===== src/rtl/fog_loop_core_v2.sv =====
// fog_loop_core_v2: closed-loop FOG bias modulation, demodulation and ramp.
// Optional FOG_STEP_SAT_EN: saturate the feedback step integrator.
module fog_loop_core_v2 #(
  parameter int ADC_W   = 14,
  parameter int DAC_W   = 16,
  parameter int ACC_W   = 32,
  parameter int AVG_MAX = 8
) (
  input  logic                    i_clk,
  input  logic                    i_rst,
  input  logic signed [ADC_W-1:0] i_adc,
  input  logic [31:0]             i_half_cnt,
  input  logic [31:0]             i_wait_cnt,
  input  logic [3:0]              i_avg_sel,
  input  logic signed [DAC_W-1:0] i_amp_h,
  input  logic signed [DAC_W-1:0] i_amp_l,
  input  logic                    i_polarity,
  input  logic signed [ACC_W-1:0] i_err_offset,
  input  logic                    i_fb_on,
  input  logic signed [ACC_W-1:0] i_const_step,
  input  logic [4:0]              i_gain_step,
  input  logic [4:0]              i_gain_ramp,
  output logic [DAC_W-1:0]        o_dac,
  output logic signed [ACC_W-1:0] o_err,
  output logic                    o_err_vld,
  output logic signed [ACC_W-1:0] o_step,
  output logic [ACC_W-1:0]        o_ramp,
  output logic                    o_cfg_err
);
  localparam int SW = ADC_W + AVG_MAX + 1;

  typedef enum logic [1:0] {
    S_IDLE, S_WAIT, S_ACC, S_HOLD
  } st_e;

  logic [31:0]             half_q, wait_q, hcnt_q;
  logic [3:0]              avg_q;
  logic signed [DAC_W-1:0] amph_q, ampl_q;
  logic                    pol_q, fb_q;
  logic signed [ACC_W-1:0] off_q, cs_q;
  logic [4:0]              gs_q, gr_q;
  logic                    ph_q, run_q;
  logic signed [SW-1:0]    sum_q, sumh_q;
  logic signed [ACC_W-1:0] err_q, step_q;
  logic [ACC_W-1:0]        ramp_q;
  logic [DAC_W-1:0]        dac_q;
  logic                    err_vld_q, stp_vld_q;
  logic                    cfg_err_q;
  logic                    p_fb_q;
  logic signed [ACC_W-1:0] p_cs_q;
  logic [4:0]              p_gs_q, p_gr_q;

  logic                    first_h, last, end_per;
  logic [3:0]              avg_cl, c_avg;
  logic [31:0]             c_half, c_wait, half_eff;
  logic signed [DAC_W-1:0] c_amph, c_ampl, mod;
  logic                    c_pol, c_fb;
  logic signed [ACC_W-1:0] c_off, c_cs;
  logic [4:0]              c_gs, c_gr;
  logic [32:0]             nsmp, w33, pos, acc_end;
  logic                    in_acc, period_ok, acc_en;
  st_e                     st;
  logic signed [SW-1:0]    adc_x, sum_base, sum_d;
  logic signed [SW:0]      diff, dsh;
  logic signed [ACC_W-1:0] dext, err_d;
  logic signed [ACC_W-1:0] inc, rinc, step_nx;

  assign first_h  = !ph_q && (hcnt_q == '0);
  assign avg_cl   = (i_avg_sel > 4'(AVG_MAX))
                  ? 4'(AVG_MAX) : i_avg_sel;
  assign c_half   = first_h ? i_half_cnt   : half_q;
  assign c_wait   = first_h ? i_wait_cnt   : wait_q;
  assign c_avg    = first_h ? avg_cl       : avg_q;
  assign c_amph   = first_h ? i_amp_h      : amph_q;
  assign c_ampl   = first_h ? i_amp_l      : ampl_q;
  assign c_pol    = first_h ? i_polarity   : pol_q;
  assign c_off    = first_h ? i_err_offset : off_q;
  assign c_fb     = first_h ? i_fb_on      : fb_q;
  assign c_cs     = first_h ? i_const_step : cs_q;
  assign c_gs     = first_h ? i_gain_step  : gs_q;
  assign c_gr     = first_h ? i_gain_ramp  : gr_q;

  assign half_eff = (c_half < 32'd2) ? 32'd2 : c_half;
  assign last     = (hcnt_q == half_eff - 32'd1);
  assign end_per  = last && ph_q;

  assign nsmp      = 33'd1 << c_avg;
  assign w33       = {1'b0, c_wait};
  assign pos       = {1'b0, hcnt_q};
  assign acc_end   = w33 + nsmp;
  assign in_acc    = (pos >= w33) && (pos < acc_end);
  assign period_ok = (acc_end <= {1'b0, half_eff});

  // Per-half sequence decoded from the position within the half.
  always_comb begin
    st = S_HOLD;
    if (!run_q)             st = S_IDLE;
    else if (pos < w33)     st = S_WAIT;
    else if (pos < acc_end) st = S_ACC;
  end

  assign acc_en = (st == S_ACC)
               || ((st == S_IDLE) && in_acc);

  assign adc_x    = {{(SW-ADC_W){i_adc[ADC_W-1]}}, i_adc};
  assign sum_base = (hcnt_q == '0) ? '0 : sum_q;
  assign sum_d    = sum_base + (acc_en ? adc_x : '0);

  assign diff  = {sumh_q[SW-1], sumh_q}
               - {sum_d[SW-1], sum_d};
  assign dsh   = diff >>> c_avg;
  assign dext  = {{(ACC_W-SW-1){dsh[SW]}}, dsh};
  assign err_d = (c_pol ? -dext : dext) - c_off;

  assign inc  = err_q >>> p_gs_q;
  assign rinc = step_q >>> p_gr_q;
  assign mod  = ph_q ? c_ampl : c_amph;

`ifdef FOG_STEP_SAT_EN
  localparam logic signed [ACC_W:0] SMAX =
    {2'b00, {(ACC_W-1){1'b1}}};
  localparam logic signed [ACC_W:0] SMIN =
    {2'b11, {(ACC_W-2){1'b0}}, 1'b1};
  logic signed [ACC_W:0] wide;
  logic                  sat;
  assign wide = {step_q[ACC_W-1], step_q}
              + {inc[ACC_W-1], inc};
  // Clamp the integrator to the symmetric signed range.
  always_comb begin
    step_nx = wide[ACC_W-1:0];
    sat     = 1'b0;
    if (wide > SMAX) begin
      step_nx = SMAX[ACC_W-1:0];
      sat     = 1'b1;
    end else if (wide < SMIN) begin
      step_nx = SMIN[ACC_W-1:0];
      sat     = 1'b1;
    end
  end
`else
  assign step_nx = step_q + inc;
`endif

  // Snapshot the configuration at the start of each H half.
  always_ff @(posedge i_clk or posedge i_rst) begin
    if (i_rst) begin
      half_q <= '0; wait_q <= '0; avg_q <= '0;
      amph_q <= '0; ampl_q <= '0; pol_q <= 1'b0;
      off_q  <= '0; fb_q   <= 1'b0; cs_q <= '0;
      gs_q   <= '0; gr_q   <= '0;
    end else if (first_h) begin
      half_q <= i_half_cnt;   wait_q <= i_wait_cnt;
      avg_q  <= avg_cl;       amph_q <= i_amp_h;
      ampl_q <= i_amp_l;      pol_q  <= i_polarity;
      off_q  <= i_err_offset; fb_q   <= i_fb_on;
      cs_q   <= i_const_step; gs_q   <= i_gain_step;
      gr_q   <= i_gain_ramp;
    end
  end

  // Half-period timebase and per-half sample sums.
  always_ff @(posedge i_clk or posedge i_rst) begin
    if (i_rst) begin
      run_q  <= 1'b0;
      ph_q   <= 1'b0;
      hcnt_q <= '0;
      sum_q  <= '0;
      sumh_q <= '0;
    end else begin
      run_q <= 1'b1;
      sum_q <= sum_d;
      if (last) begin
        hcnt_q <= '0;
        ph_q   <= ~ph_q;
        if (!ph_q) sumh_q <= sum_d;
      end else begin
        hcnt_q <= hcnt_q + 32'd1;
      end
    end
  end

  // Demodulated error and the period's loop settings at period end.
  always_ff @(posedge i_clk or posedge i_rst) begin
    if (i_rst) begin
      err_q     <= '0;
      err_vld_q <= 1'b0;
      cfg_err_q <= 1'b0;
      p_fb_q    <= 1'b0;
      p_cs_q    <= '0;
      p_gs_q    <= '0;
      p_gr_q    <= '0;
    end else begin
      err_vld_q <= end_per && period_ok;
      if (end_per) begin
        cfg_err_q <= !period_ok;
        if (period_ok) err_q <= err_d;
        p_fb_q <= c_fb;
        p_cs_q <= c_cs;
        p_gs_q <= c_gs;
        p_gr_q <= c_gr;
      end
`ifdef FOG_STEP_SAT_EN
      if (err_vld_q && p_fb_q && sat) cfg_err_q <= 1'b1;
`endif
    end
  end

  // Step integrator one cycle after the error, ramp one after that.
  always_ff @(posedge i_clk or posedge i_rst) begin
    if (i_rst) begin
      step_q    <= '0;
      ramp_q    <= '0;
      stp_vld_q <= 1'b0;
    end else begin
      stp_vld_q <= err_vld_q;
      if (err_vld_q) step_q <= p_fb_q ? step_nx : p_cs_q;
      if (stp_vld_q) ramp_q <= ramp_q + rinc;
    end
  end

  // DAC word: ramp MSBs plus the current modulation level.
  always_ff @(posedge i_clk or posedge i_rst) begin
    if (i_rst) dac_q <= '0;
    else       dac_q <= ramp_q[ACC_W-1 -: DAC_W] + mod;
  end

  assign o_dac     = dac_q;
  assign o_err     = err_q;
  assign o_err_vld = err_vld_q;
  assign o_step    = step_q;
  assign o_ramp    = ramp_q;
  assign o_cfg_err = cfg_err_q;

endmodule

===== config.mk =====
export PLATFORM = sky130hd
export DESIGN_NAME = fog_loop_core_v2
export DESIGN_NICKNAME = d
export VERILOG_FILES = /design/src/rtl/fog_loop_core_v2.sv
export SDC_FILE = /design/constraint.sdc
export NUM_CORES = 2
export LEC_CHECK = 0
export ABC_AREA = 0
export CAP_MARGIN = 25
export CORE_MARGIN = 10
export CORE_UTILIZATION = 45
export DETAILED_ROUTE_END_ITERATION = 7
export GPL_ROUTABILITY_DRIVEN = 0
export MAX_ROUTING_LAYER = met4
export RECOVER_POWER = 25
export SLEW_MARGIN = 10
export SYNTH_ARGS = -nofsm -noshare
export SYNTH_HDL_FRONTEND = slang
export SYNTH_SLANG_ARGS = --single-unit

===== constraint.sdc =====
create_clock -name i_clk -period 24.3 [get_ports i_clk]
set_clock_uncertainty 0.05 [all_clocks]
set_input_delay 4.86 -clock i_clk [delete_from_list [all_inputs] [get_ports i_clk]]
set_output_delay 4.86 -clock i_clk [all_outputs]
set_load 0.02 [all_outputs]

# After elaboration in Yosys (flattened, before gate mapping)
# Index checks and enable logic that the tools add are counted.
[op_classes] add_sub_neg=10 n_mul=0 n_div=0 n_lt_le_gt_ge=6 eq_ne=2 n_shift=4 n_mux=22 bitwise=1 reduce_logical=12
[op_table] operator="32-bit 2-to-1 mux" count=8
[op_table] operator="32-bit adder" count=2
[op_table] operator="32-bit by 5-bit >>> shifter with 32-bit output" count=2
[op_table] operator="16-bit 2-to-1 mux" count=3
[op_table] operator="23-bit 2-to-1 mux" count=2
[op_table] operator="32-bit by 33-bit adder with 33-bit output" count=1
[op_table] operator="33-bit by 32-bit less-or-equal comparator with 1-bit output" count=1
[op_table] operator="32-bit by 33-bit < comparator with 1-bit output" count=1
[op_table] operator="1-bit by 4-bit << shifter with 33-bit output, first input constant" count=1
[op_table] operator="32-bit by 1-bit adder with 32-bit output, second input constant" count=1
[op_table] operator="32-bit == test" count=1
[op_table] operator="32-bit greater-or-equal comparator" count=1
[op_table] operator="32-bit zero test" count=1
[op_table] operator="32-bit by 2-bit < comparator with 1-bit output, second input constant" count=1
[op_table] operator="32-bit < comparator" count=1
[op_table] operator="24-bit negator with 32-bit output" count=1
[op_table] operator="32-bit by 1-bit subtractor with 32-bit output, second input constant" count=1
[op_table] operator="32-bit subtractor" count=1
[op_table] operator="24-bit by 4-bit >>> shifter with 24-bit output" count=1
[op_table] operator="23-bit by 23-bit subtractor with 24-bit output" count=1
[op_table] operator="23-bit adder" count=1
[op_table] operator="16-bit adder" count=1
[op_table] operator="5-bit 2-to-1 mux" count=2
[op_table] operator="4-bit 2-to-1 mux" count=2
[op_table] operator="other kinds (10)" count=19
[totals] regBits=414 latch_bits=0 ram_bits=0 romBits=0 in_bits=192 out_inout_bits=114 wordCells=84 n_memories=0

# Longest topological paths before layout
[logic_depth] ltp_word=19 ltp_mapped=88 depth_no_buf=82

# Least setup slack after synthesis
# No wires, ideal clock.
[synth_path] kind="input to register" startpoint="input port i_avg_sel[3]" endpoint="register err_q[31], in the netlist o_err[31]" setup_ns=0.087 t_arrival_ns=19.292 required_time_ns=24.163 slack_ns=4.872 cell_stages=76 path_buffers=4 path_cell_list="mux2i_1 > clkbuf_1 > nand2_1 > clkbuf_1 > nor2_1 > ha_1 > inv_1 > fa_1 > nor2b_1 > o21ai_0 > a21boi_0 > o21ai_0 > a21boi_0 > o21ai_0 > a21oi_1 > o211ai_1 > a31oi_1 > nor2_1 > (+40 left out) > a21oi_1 > xnor2_1 > ha_1 > or3_1 > nor3_1 > o211ai_1 > o311a_1 > a41oi_1 > a21oi_1 > a211o_1 > nand2_1 > o211ai_1 > a31o_2 > a21oi_1 > xnor2_1 > or3b_2 > a41o_1 > o211ai_1"
[synth_between] elab_chain_cells=19 word_cells_on_any_way=23 cone_classes="add/sub: 5; order compare: 3; eq/ne: 1; shift: 2; mux: 7; reduce/logical: 5"
[synth_rtl] item="start: declaration" line_no="14" source="input logic [3:0] i_avg_sel,"
[synth_rtl] item="4-bit > comparator" line_no="69" source="assign avg_cl = (i_avg_sel > 4'(AVG_MAX))"
[synth_rtl] item="4-bit 2-to-1 mux (*)" line_no="70" source="? 4'(AVG_MAX) : i_avg_sel;"
[synth_rtl] item="4-bit 2-to-1 mux (*)"
[synth_rtl] item="1-bit by 4-bit << shifter with 33-bit output" line_no="87" source="assign nsmp = 33'd1 << c_avg;"
[synth_rtl] item="32-bit by 33-bit adder with 33-bit output" line_no="90" source="assign acc_end = w33 + nsmp;"
[synth_rtl] item="32-bit by 33-bit < comparator with 1-bit output" line_no="91, 99"
[synth_rtl] item="1-bit 2-to-1 mux" line_no="99" source="else if (pos < acc_end) st = S_ACC;"
[synth_rtl] item="2-bit 2-to-1 mux" line_no="98" source="else if (pos < w33) st = S_WAIT;"
[synth_rtl] item="(+3 left out)"
[synth_rtl] item="1-bit logical OR" line_no="103" source="|| ((st == S_IDLE) && in_acc);"
[synth_rtl] item="23-bit 2-to-1 mux" line_no="107" source="assign sum_d = sum_base + (acc_en ? adc_x : '0);"
[synth_rtl] item="23-bit adder" line_no="107"
[synth_rtl] item="23-bit by 23-bit subtractor with 24-bit output" line_no="110" source="- {sum_d[SW-1], sum_d};"
[synth_rtl] item="24-bit by 4-bit >>> shifter with 24-bit output" line_no="111" source="assign dsh = diff >>> c_avg;"
[synth_rtl] item="24-bit negator with 32-bit output" line_no="113" source="assign err_d = (c_pol ? -dext : dext) - c_off;"
[synth_rtl] item="32-bit 2-to-1 mux" line_no="113"
[synth_rtl] item="32-bit subtractor" line_no="113"
[synth_rtl] item="end signal: assignment" line_no="196" source="if (period_ok) err_q <= err_d;"
[synth_rtl] item="end: declaration" line_no="44" source="logic signed [ACC_W-1:0] err_q, step_q;"
# Every way passes the cells marked *; elsewhere a longest branch is shown, timed or not.
# A chain may end at the register's enable or synchronous reset.

# Worst setup path in the final report
# Ends and elaborated chain as after synthesis.

==> reports/metrics.yaml <==
synthesis:
  synthArstFlopShare: 1.000
  synthCells: 4001
  synth.distinct_cells: 103
  yosys-mux-area-fraction: 0.1099
  synth_top_family_by_area: "simple AND/OR/NAND/NOR gates"
  synth_xor_area_frac: 0.06818
  synth-compound-area-share: 0.1810
  yosysSeqAreaShare: 0.3047
  ys_warn_count: 0
  ys_seq_elements: 414
  syn_avg_cell_area_um2: 8.499
  synthSimpleGateAreaFrac: 0.1877
  syn_area_mm2: 0.03400
  synth_nets: 4453
  synthFlopType: "dfrtp_1"
  synth-adder-area-share: 0.09994
  synth_edf_count: 0
sta:
  worst_slew_margin_rel: -2.049
  fin_crit_ns: 22.14
  hold_viol: 0
  post-route-period-util: 0.9112
  final.setup.worst_slack_ns: 2.158
  final.setup.tns_ns: 0
  slew_violations: 171
  setup_viol: 0
  max_freq_mhz: 45.16
  rsz0062_at_grt: "false"
  worst_pin_slew_ns: 4.549
critical_path:
  r2r-end: "o_err[31]$_DFFE_PP0P_"
  cp-startpoint: "i_avg_sel[3]"
  max_stage_delay_ns: 0.66
  cpMostUsedCell: "a21oi_1"
  cp_top_family: "compound AO/OA/AOI/OAI gates"
  cp.arrival_ns: 22.62
  r2r-start: "hcnt_q[17]$_DFF_PP0_"
  cp-end-kind: "flop"
  reg2reg_slack_ns: 4.21
  cp_num_buf_inv: 6
  cp.depth: 79
  crit_path_end: "o_err[31]$_DFFE_PP0P_"
  crit_required_ns: 24.78
  reg2reg_depth: 77
  start_kind: "input pin"
  crit_slowest_cell: "nor2_1"
  worstSetupPathType: "in2reg"
  crit_fanout: 19
clock_tree:
  cts_setup_buffers: 0
  cts_buffers: 49
  cts_tree: "yes"
  cts_max_level: 2
  insertion_delay_ns: 0.62
  clock-sinks: 414
  hold_buffers: 0
  cts_root_buffer: "clkbuf_16"
  cts_buffer_depth: 3
  clk_pin_slew_ns: 0.06
  cts.repair.resized: 0
finish:
  fin_nets: 4669
  fillerInstances: 7079
  final_cells: 5225
  seq_area_mm2: 0.01036
  final_layout_size_suffix_gt1_frac: 0.07828
  syn_to_final_growth_pct: 16.76
  multiInputGateArea_mm2: 0.02203
pwr:
  report.power.total_uw: 1639
  power_density_mw_per_mm2: 41.28
  leakage_uw: 0.01841
  vdd_drop_max_mv: 0.04583
die:
  die_area_mm2: 0.08696
  core_area_mm2: 0.07470
  start_util: 0.4552
  row_count: 100
  fp.dieH_um: 294.9
  io_pins: 306
  die_x_um: 294.9
routing:
  drt-initial-drc-count: 2146
  wirelength_um: 106700
  vias: 29860
  wl_per_cell_um: 20.43
  drc: 0
  via_per_inst: 5.716
  firstDrtPassIters: 6
  postRouteAntennaNets: 0
placed_design:
  dp_hpwl_um: 83060
  dp_cells: 5131
  dp_slack_ns: 1.857
  portBuffers: 305
grt:
  antenna_found_initial: 2
  grt_pass1_vias: 28530
  grt_pass1_wl_um: 166200
  grt_max_degree: 103
  grtUsageTotal: 0.2462
  gr-total-overflow: 0
run:
  maxCapViolations: 2
outcome:
  outcome: "finished, violations left"
  violations: "capacitance limit, slew limit"
min_path:
  min_path_type: "reg2reg"
## per-stage QoR
| step | hold WS (ns) | util | cell area (um^2) |
|---|---|---|---|
| global route | 0.4387 | 0.5315 | 39700 |
| CTS | 0.4201 | 0.5305 | 39630 |
| global placement | 0.3979 | 0.5072 | 37890 |
| finish | 0.4169 | 0.5315 | 39700 |
| detailed placement | 0.4040 | 0.5075 | 37910 |
| floorplan | 0.3858 | - | 34000 |
## synth_stat cells, types with 57 or more instances
library cell	number	share of area
o21ai_0	229	0.034
mux2_2	122	0.040
ha_1	253	0.093
clkbuf_1	142	0.016
xnor2_1	177	0.046
nand4_1	61	0.011
a21o_1	57	0.013
nor3_1	80	0.012
nand2_1	546	0.060
inv_1	244	0.027
nand3_1	79	0.012
xor2_1	67	0.017
dfrtp_1	414	0.30
a21oi_1	236	0.035
nor2_1	293	0.032
mux2i_1	180	0.053
and2_1	63	0.012
## state kept, by name, summed over array words and instances, names as in the netlist, 23 cells and up
signal	cells
sumh_q	23
o_err	32
hcnt_q	32
o_step	32
p_cs_q	32
wait_q	32
off_q	32
half_q	32
sum_q	23
cs_q	32
o_ramp	32
## metal layers
layer,global-route usage,share of wire,vias up,wire length (um)
met5,-,0,-,0
met4,0.06472,0.026,0,2747
met3,0.03627,0.058,147,6203
met2,0.3929,0.46,818,49490
met1,0.3237,0.45,14170,48280
li1,-,-,14730,-
## tightest hold or removal path: stages, from the launching register on
cell and delay [ns]:
dfrtp_1 0.32, nand2_1 0.04, nand2_1 0.07
## final cells by class
cell class                      instances  share of cell area
Antenna cell                            2           0.0001261
Clock buffer                           66             0.03555
Clock inverter                         22            0.007721
Inverter                              250             0.02367
Multi-Input combinational cell       3154              0.5548
Sequential cell                       414              0.2610
Tap cell                              969             0.03054
Timing Repair Buffer                  348             0.08657
## logic make-up after synthesis
family,after synthesis
flops,414
buf+inv,433
other cells,1
simple gates,1366
fa+ha+maj,269
xor+xnor,252
mux,327
compound gates,939
## layout by cell type (no fill, tap or decap), drive strengths merged, types with 62 or more instances in the layout
cell type,count
nand2,546
dfrtp,414
nor2,294
ha,253
inv,245
a21oi,236
o21ai,235
mux2i,180
xnor2,177
clkdlybuf4s50,161
dlygate4sd3,144
mux2,122
nor3,80
nand3,79
clkbuf,71
xor2,67
and2,63
nand4,62
## how the worst min path moves through the flow
stage / from / end / slack, ns / depth (start not counted)
final: amph_q[12]$_DFF_PP0_ / amph_q[12]$_DFF_PP0_ / 0.42 / 2
after global routing: gr_q[2]$_DFF_PP0_ / gr_q[2]$_DFF_PP0_ / 0.44 / 2
after CTS: amph_q[10]$_DFF_PP0_ / amph_q[10]$_DFF_PP0_ / 0.42 / 2
after detailed placement: amph_q[11]$_DFF_PP0_ / amph_q[11]$_DFF_PP0_ / 0.40 / 2
after global placement: amph_q[8]$_DFF_PP0_ / amph_q[8]$_DFF_PP0_ / 0.40 / 2
after floorplan: amph_q[0]$_DFF_PP0_ / amph_q[0]$_DFF_PP0_ / 0.39 / 2
## power breakdown
part | switching, uW | internal [uW] | leakage (uW)
Sequential | 1.89 | 696 | 0.00498
Combinational | 86.3 | 67.3 | 0.0126
Clock | 316 | 471 | 0.000836
Total | 405 | 1230 | 0.0184
Note: power is estimated with default switching activity, not from simulation.
